File: src/rtl/star_pkg.sv
// rtl/star_pkg.sv - star state codes, scheduler state encoding and lane mapping
package star_pkg;

  typedef enum logic [2:0] {
    STAR_HIDE   = 3'd0,
    STAR_UP_A   = 3'd1,
    STAR_DOWN_A = 3'd2,
    STAR_DOWN_B = 3'd5,
    STAR_UP_B   = 3'd6
  } star_code_e;

  typedef enum logic [1:0] {
    SCHED_IDLE  = 2'd0,
    SCHED_RUN   = 2'd1,
    SCHED_PAUSE = 2'd2
  } sched_state_e;

  localparam logic [15:0] LFSR_POLY = 16'hB400;

  function automatic star_code_e lane_to_code(input logic [1:0] lane);
    case (lane)
      2'b00:   return STAR_UP_A;
      2'b01:   return STAR_DOWN_A;
      2'b10:   return STAR_DOWN_B;
      default: return STAR_UP_B;
    endcase
  endfunction

endpackage

File: src/rtl/star_scheduler_if.sv
// rtl/star_scheduler_if.sv - game-control inputs and per-slot star outputs of the scheduler
interface star_scheduler_if #(
  parameter int NUM_STARS = 4
);
  logic                   tick;
  logic                   start;
  logic                   pause;
  logic                   game_over;
  logic [2:0]             level;
  logic [3*NUM_STARS-1:0] star_state;
  logic [NUM_STARS-1:0]   star_restart;
  logic [NUM_STARS-1:0]   active_mask;
  logic                   spawn_missed;
  logic [15:0]            spawn_count;
  logic [1:0]             sched_state;

  modport master (
    output tick, start, pause, game_over, level,
    input  star_state, star_restart, active_mask, spawn_missed, spawn_count, sched_state
  );

  modport slave (
    input  tick, start, pause, game_over, level,
    output star_state, star_restart, active_mask, spawn_missed, spawn_count, sched_state
  );
endinterface

File: src/rtl/star_lfsr.sv
// rtl/star_lfsr.sv - 16-bit right-shifting Galois LFSR with step enable
module star_lfsr
  import star_pkg::*;
#(
  parameter logic [15:0] SEED = 16'hACE1
) (
  input  logic        clk,
  input  logic        rst,
  input  logic        step_i,
  output logic [15:0] value_o
);
  // An all-zero seed would lock the register, so it is replaced
  localparam logic [15:0] SEED_EFF = (SEED == 16'h0000) ? 16'h0001 : SEED;

  logic [15:0] lfsr_q, lfsr_d;

  always_comb begin
    lfsr_d = lfsr_q;
    if (step_i) begin
      lfsr_d = {1'b0, lfsr_q[15:1]} ^ (lfsr_q[0] ? LFSR_POLY : 16'h0000);
    end
  end

  always_ff @(posedge clk or negedge rst) begin
    if (!rst) begin
      lfsr_q <= SEED_EFF;
    end else begin
      lfsr_q <= lfsr_d;
    end
  end

  assign value_o = lfsr_q;
endmodule

File: src/rtl/star_scheduler.sv
// rtl/star_scheduler.sv - paces star spawns on the frame tick and retires them after their lifetime
module star_scheduler
  import star_pkg::*;
#(
  parameter int          NUM_STARS     = 4,
  parameter logic [15:0] LFSR_SEED     = 16'hACE1,
  parameter int          BASE_INTERVAL = 120,
  parameter int          LEVEL_STEP    = 15,
  parameter int          MIN_INTERVAL  = 30,
  parameter int          LIFETIME      = 850
) (
  input  logic            clk,
  input  logic            rst,
  star_scheduler_if.slave bus
);
  sched_state_e         state_q, state_d;
  logic [10:0]          ic_q, ic_d;
  logic [15:0]          count_q, count_d;
  logic                 missed_q, missed_d;
  logic [15:0]          lfsr_val;
  logic                 unused_lfsr_bits;
  logic [10:0]          level_step, interval;
  logic                 run_tick, spawn_due, any_free;
  logic [NUM_STARS-1:0] free_onehot, mask_vec;
  star_code_e           lane_code;

  always_comb begin
    state_d = state_q;
    if (bus.game_over) begin
      state_d = SCHED_IDLE;
    end else begin
      case (state_q)
        SCHED_IDLE:  if (bus.start && !bus.pause) state_d = SCHED_RUN;
        SCHED_RUN:   if (bus.pause) state_d = SCHED_PAUSE;
        SCHED_PAUSE: if (!bus.pause) state_d = SCHED_RUN;
        default:     state_d = SCHED_IDLE;
      endcase
    end
  end

  assign run_tick = (state_q == SCHED_RUN) && bus.tick && !bus.pause && !bus.game_over;

  // Subtraction would wrap for high levels, so the floor is checked explicitly
  always_comb begin
    level_step = 11'(LEVEL_STEP) * 11'(bus.level);
    if ((level_step >= 11'(BASE_INTERVAL)) ||
        ((11'(BASE_INTERVAL) - level_step) < 11'(MIN_INTERVAL))) begin
      interval = 11'(MIN_INTERVAL);
    end else begin
      interval = 11'(BASE_INTERVAL) - level_step;
    end
  end

  // A level increase can leave ic beyond the new interval; that counts as due
  assign spawn_due = run_tick && (ic_q >= (interval - 11'd1));

  always_comb begin
    free_onehot = '0;
    any_free    = 1'b0;
    for (int i = 0; i < NUM_STARS; i++) begin
      if (!mask_vec[i] && !any_free) begin
        free_onehot[i] = 1'b1;
        any_free       = 1'b1;
      end
    end
  end

  always_comb begin
    ic_d     = ic_q;
    count_d  = count_q;
    missed_d = spawn_due && !any_free;
    if (bus.game_over) begin
      ic_d = '0;
    end else if (run_tick) begin
      ic_d = spawn_due ? 11'd0 : ic_q + 11'd1;
      if (spawn_due && any_free && (count_q != 16'hFFFF)) begin
        count_d = count_q + 16'd1;
      end
    end
  end

  always_ff @(posedge clk or negedge rst) begin
    if (!rst) begin
      state_q  <= SCHED_IDLE;
      ic_q     <= '0;
      count_q  <= '0;
      missed_q <= 1'b0;
    end else begin
      state_q  <= state_d;
      ic_q     <= ic_d;
      count_q  <= count_d;
      missed_q <= missed_d;
    end
  end

  star_lfsr #(.SEED(LFSR_SEED)) u_lfsr (
    .clk     (clk),
    .rst     (rst),
    .step_i  (run_tick),
    .value_o (lfsr_val)
  );

  assign lane_code        = lane_to_code(lfsr_val[1:0]);
  assign unused_lfsr_bits = ^lfsr_val[15:2];

  for (genvar g = 0; g < NUM_STARS; g++) begin : g_slot
    logic [9:0] life_q, life_d;
    star_code_e code_q, code_d;
    logic       act_q, act_d;
    logic       restart_q, restart_d;

    always_comb begin
      life_d    = life_q;
      code_d    = code_q;
      act_d     = act_q;
      restart_d = 1'b0;
      if (bus.game_over) begin
        life_d = '0;
        code_d = STAR_HIDE;
        act_d  = 1'b0;
      end else if (run_tick) begin
        if (spawn_due && free_onehot[g]) begin
          life_d    = 10'(LIFETIME - 1);
          code_d    = lane_code;
          act_d     = 1'b1;
          restart_d = 1'b1;
        end else if (act_q) begin
          if (life_q == '0) begin
            code_d = STAR_HIDE;
            act_d  = 1'b0;
          end else begin
            life_d = life_q - 10'd1;
          end
        end
      end
    end

    always_ff @(posedge clk or negedge rst) begin
      if (!rst) begin
        life_q    <= '0;
        code_q    <= STAR_HIDE;
        act_q     <= 1'b0;
        restart_q <= 1'b0;
      end else begin
        life_q    <= life_d;
        code_q    <= code_d;
        act_q     <= act_d;
        restart_q <= restart_d;
      end
    end

    assign bus.star_state[3*g +: 3] = code_q;
    assign bus.star_restart[g]      = restart_q;
    assign mask_vec[g]              = act_q;
  end

  assign bus.active_mask  = mask_vec;
  assign bus.spawn_missed = missed_q;
  assign bus.spawn_count  = count_q;
  assign bus.sched_state  = state_q;
endmodule

File: src/flat_wrapper.sv
// flat-port wrapper written by rule: the top's interface ports become plain ports
module star_scheduler_flat import star_pkg::*;
#(
  parameter int          NUM_STARS     = 4,
  parameter logic [15:0] LFSR_SEED     = 16'hACE1,
  parameter int          BASE_INTERVAL = 120,
  parameter int          LEVEL_STEP    = 15,
  parameter int          MIN_INTERVAL  = 30,
  parameter int          LIFETIME      = 850
)
  (clk, rst, bus_tick, bus_start, bus_pause, bus_game_over, bus_level, bus_star_state, bus_star_restart, bus_active_mask, bus_spawn_missed, bus_spawn_count, bus_sched_state);
  star_scheduler_if #(.NUM_STARS(NUM_STARS)) bus_i ();
  input  logic clk;
  input  logic rst;
  input wire logic [$bits(bus_i.tick)-1:0] bus_tick;
  input wire logic [$bits(bus_i.start)-1:0] bus_start;
  input wire logic [$bits(bus_i.pause)-1:0] bus_pause;
  input wire logic [$bits(bus_i.game_over)-1:0] bus_game_over;
  input wire logic [$bits(bus_i.level)-1:0] bus_level;
  output wire logic [$bits(bus_i.star_state)-1:0] bus_star_state;
  output wire logic [$bits(bus_i.star_restart)-1:0] bus_star_restart;
  output wire logic [$bits(bus_i.active_mask)-1:0] bus_active_mask;
  output wire logic [$bits(bus_i.spawn_missed)-1:0] bus_spawn_missed;
  output wire logic [$bits(bus_i.spawn_count)-1:0] bus_spawn_count;
  output wire logic [$bits(bus_i.sched_state)-1:0] bus_sched_state;
  assign bus_i.tick = bus_tick;
  assign bus_i.start = bus_start;
  assign bus_i.pause = bus_pause;
  assign bus_i.game_over = bus_game_over;
  assign bus_i.level = bus_level;
  assign bus_star_state = bus_i.star_state;
  assign bus_star_restart = bus_i.star_restart;
  assign bus_active_mask = bus_i.active_mask;
  assign bus_spawn_missed = bus_i.spawn_missed;
  assign bus_spawn_count = bus_i.spawn_count;
  assign bus_sched_state = bus_i.sched_state;
  star_scheduler #(.NUM_STARS(NUM_STARS), .LFSR_SEED(LFSR_SEED), .BASE_INTERVAL(BASE_INTERVAL), .LEVEL_STEP(LEVEL_STEP), .MIN_INTERVAL(MIN_INTERVAL), .LIFETIME(LIFETIME)) u_core (.clk(clk), .rst(rst), .bus(bus_i));
endmodule
File: config.mk
export PLATFORM = sky130hd
export DESIGN_NAME = star_scheduler_flat
export DESIGN_NICKNAME = d
export VERILOG_FILES = /design/src/rtl/star_pkg.sv /design/src/rtl/star_scheduler_if.sv /design/src/rtl/star_lfsr.sv /design/src/rtl/star_scheduler.sv /design/src/flat_wrapper.sv
export SDC_FILE = /design/constraint.sdc
export NUM_CORES = 1
export LEC_CHECK = 0
export BUFFER_PORTS_ARGS = -buffer_cell sky130_fd_sc_hd__buf_4
export CAP_MARGIN = 20
export CORE_MARGIN = 2
export CORE_UTILIZATION = 40
export CTS_CLUSTER_DIAMETER = 50
export DETAILED_ROUTE_END_ITERATION = 8
export RECOVER_POWER = 25
export SLEW_MARGIN = 40
export SYNTH_ARGS = -nofsm -noshare
export SYNTH_HDL_FRONTEND = slang
export SYNTH_SLANG_ARGS = --single-unit
File: constraint.sdc
create_clock -name clk -period 3.7 [get_ports clk]
set_input_delay 0.185 -clock clk [delete_from_list [all_inputs] [get_ports clk]]
set_output_delay 0.185 -clock clk [all_outputs]
set_load 0.01 [all_outputs]
==> results.toml <==
[floorplanning]
die_h_um = 126
initial_core_util_pct = 40.9
ios = 48
core_mm2 = 0.0145
fp.dieW_um = 126
rows = 44
die_area_mm2 = 0.0158

[timing]
final.setup.worst_slack_ns = 0.00601
setup_viol = 0
tightest_slew_ns = 2.10
holdWs_ns = 0.0233
timing.slew.headroom_pct = -39.9
fin_setup_tns_ns = 0
drv_slew = 84
clock.fmax_mhz = 271
hold_viol_final = 0
fin_crit_ns = 3.69
clock_skew_ns = 0.0113
final.period_utilization_pct = 99.8
grt_setup_unrepaired = "yes"

[cts]
clockBufferDepth = 2
htree_levels = 3
cts_tree = "done"
path_clk_slew_ns = 0.08
cts_sinks = 106
clk-insertion-delay-late_ns = 0.36
cts_root_buf = "clkbuf_16"
cts_made_buffers = 9

[cells_and_area]
drive_gt1_share_pct = 26.9
multi_input_area_mm2 = 0.00331
syn_to_final_growth_pct = 26.2
num_antenna_cells = 0
fin_util_pct = 51.6
final_cell_area_mm2 = 0.00747
fin_nets = 739
register_area_mm2 = 0.00266
fill_cells = 1320

[grt]
grt_max_degree = 84
antenna_found_initial = 0
overflow = 0
grt_pass1_wl_um = 22600
track_usage_pct = 17.4
first_global_vias = 4629

[synth]
synthXorXnorAreaFrac_pct = 7.69
async_flop_share_pct = 100
synth-main-ff-cell = "dfrtp_1"
ys_seq_area_share_pct = 45.0
synth_mux_area_share_pct = 0.888
synth_common_cells = "dfrtp_1 (98), nand2_1 (71), nor2_1 (38)"
yosys.area_share.adder_pct = 6.30
synth_compound_area_share_pct = 13.6
synth_top_cells_by_area = "dfrtp_1 (41%), ha_1 (5.3%), xnor2_1 (4.9%)"
ys_types = 68
synth_edf_count = 0
synthSimpleGateAreaFrac_pct = 21.7
synth_top_family_by_area = "simple AND/OR/NAND/NOR gates"
syn_inst = 613
yosys.area.top_type = "dfrtp_1"
avgSynthCellArea_um2 = 9.66
syn_area_mm2 = 0.00592
synth.most_common_cell = "dfrtp_1"
yosysTopAreaCellShare_pct = 41.4
synth-seq-cells = 106
synth_warnings = 0

[route]
ant_nets = 0
first_pass_iters = 4
routedWlPerCell_um = 15.5
drt_iter0_markers = 321
avgViaCountPerCell = 5.44
vias = 4846
drc_errors = 0
wirelength_um = 13800

[power]
peakVddDrop_mv = 0.241
clockPowerShare_pct = 38.3
seqPwrFrac_pct = 48.0
p_int_mw = 1.89
p_per_area_mw_per_mm2 = 343
p_comb_share_pct = 13.7
leakage_nw = 3.47
p_sw_share_pct = 26.2
power_switching_uw = 671

[run_status]
violations = "max-capacitance violations, max-slew violations"
outcome = "finished, violations left"

[critical_path]
crit_type = "input port to flip-flop"
r2r_slack_ns = 1.22
crit_chain = "buf_6 -> fa_2 -> ha_4 -> fa_2 -> xnor2_2 -> nand2_1 -> or4_1 -> a21oi_2 -> nor2_2 -> nand2_2 -> ha_4 -> a211o_1 -> o211ai_1 -> nand4_1 -> buf_4 -> o211ai_1 -> buf_4 -> or2_4 -> o32ai_2"
rr_worst_depth = 5
worstPathArrival_ns = 3.92
cp_slowest_cell = "fa_2"
crit_path_start_kind = "input port"
reg2reg_from = "u_core.bus.sched_state[1]"
r2r_end = "u_core.g_slot[3].code_q[0]"
worst-endpoint-required_ns = 3.93
slowest_delay_ns = 0.49
critPathMaxFanout = 5
critPathTopFamily = "adder cells"
end_kind = "flip-flop"
path_buf_inv = 3

[worst_hold_path]
min_delay_path_depth = 2
hp-start = "bus_pause"
min_to = "u_core.bus.sched_state[0]"
hp-class = "input port to flip-flop"

[flow_run]
drv_cap = 1

[placed_design]
port_buffers = 47
hpwl_um = 9370
routabilityCongestion = 0.804
post-place-ws_ns = -0.475
placed_cell_area_mm2 = 0.00680
## cells by family (layout without fill, tap and decap cells)
group,count (synthesis),in the layout
AND/OR/NAND/NOR,238,239
AO/OA/AOI/OAI,127,127
flip-flops,106,106
buffers and inverters,56,146
XOR/XNOR,52,52
adder cells (fa/ha/maj),28,28
multiplexers,5,5
other,1,4
## flip-flops by register name, summed over array words and instances (netlist names)
signal / flops
u_core.bus.spawn_count: 16
u_core.g_slot.life_q: 40
u_core.g_slot.restart_q: 4
u_core.g_slot.act_q: 4
u_core.g_slot.code_q: 12
u_core.u_lfsr.value_o: 16
u_core.ic_q: 11
u_core.bus.spawn_missed: 1
u_core.bus.sched_state: 2
## power by group through the flow
stage               sequential (mW)  clock [mW]  combinational [mW]
finish                         1.23       0.982               0.350
floorplan                      1.24           0               0.204
global route                   1.24        1.05               0.394
CTS                            1.23        1.01               0.330
global placement               1.25           0               0.306
detailed placement             1.25           0               0.315
## what timing repair did
action / in CTS / in global routing
hold buffers: 1 / 0
buffers inserted: 2 / 10
setup endpoints to repair: 29 / 71
resized for setup: 8 / 42
cloned: 0 / 6
hold endpoints to repair: 82 / 0
pin swaps: 8 / 15
## layout make-up
class                   instances  share of cell area (%)
repair buffers                103                    11.5
clock buffers                   9                    3.02
inverters                      27                    1.36
clock inverters                 7                    1.02
flip-flops and latches        106                    35.6
multi-input cells             455                    44.4
well taps                     184                    3.08
## placed cells by master, fill, tap and decap left out, types with 19 or more instances in the layout
master,netlist,final
a21oi_1,33,20
buf_4,8,83
dfrtp_1,98,98
ha_1,25,23
inv_1,27,26
nand2_1,71,65
nor2_1,38,36
o21ai_0,28,20
xnor2_1,33,32
xor2_1,19,19
## through the flow
stage / total power [mW] / instances
global route: 2.68 / 891
finish: 2.56 / 891
global placement: 1.56 / 857
detailed placement: 1.57 / 857
floorplan: 1.44 / 616
CTS: 2.56 / 876
## worst max-delay path by stage
stage / start / slack (ns) / end / cells past startpoint
4_1_cts: bus_level[2] / 0.01 / u_core.g_slot[0].life_q[8] / 18
6_report: bus_level[0] / 0.006 / u_core.g_slot[0].life_q[9] / 19
5_1_grt: bus_level[0] / -0.16 / u_core.g_slot[0].life_q[9] / 19
2_1_floorplan: bus_level[2] / -0.25 / u_core.g_slot[0].life_q[9] / 16
3_3_place_gp: bus_level[2] / -0.40 / u_core.g_slot[0].code_q[0] / 18
3_5_place_dp: bus_level[2] / -0.48 / u_core.g_slot[0].code_q[0] / 18
## layer usage
metal  wire, µm  vias to the layer above  global-route usage, %
met5          0                        -                      0
met4        279                        0                   6.34
met3        304                       21                   2.89
met2       6980                       71                   29.8
met1       6210                     2413                   22.4
li1           -                     2341                      -
No activity file was read; power rests on OpenSTA's default activity.
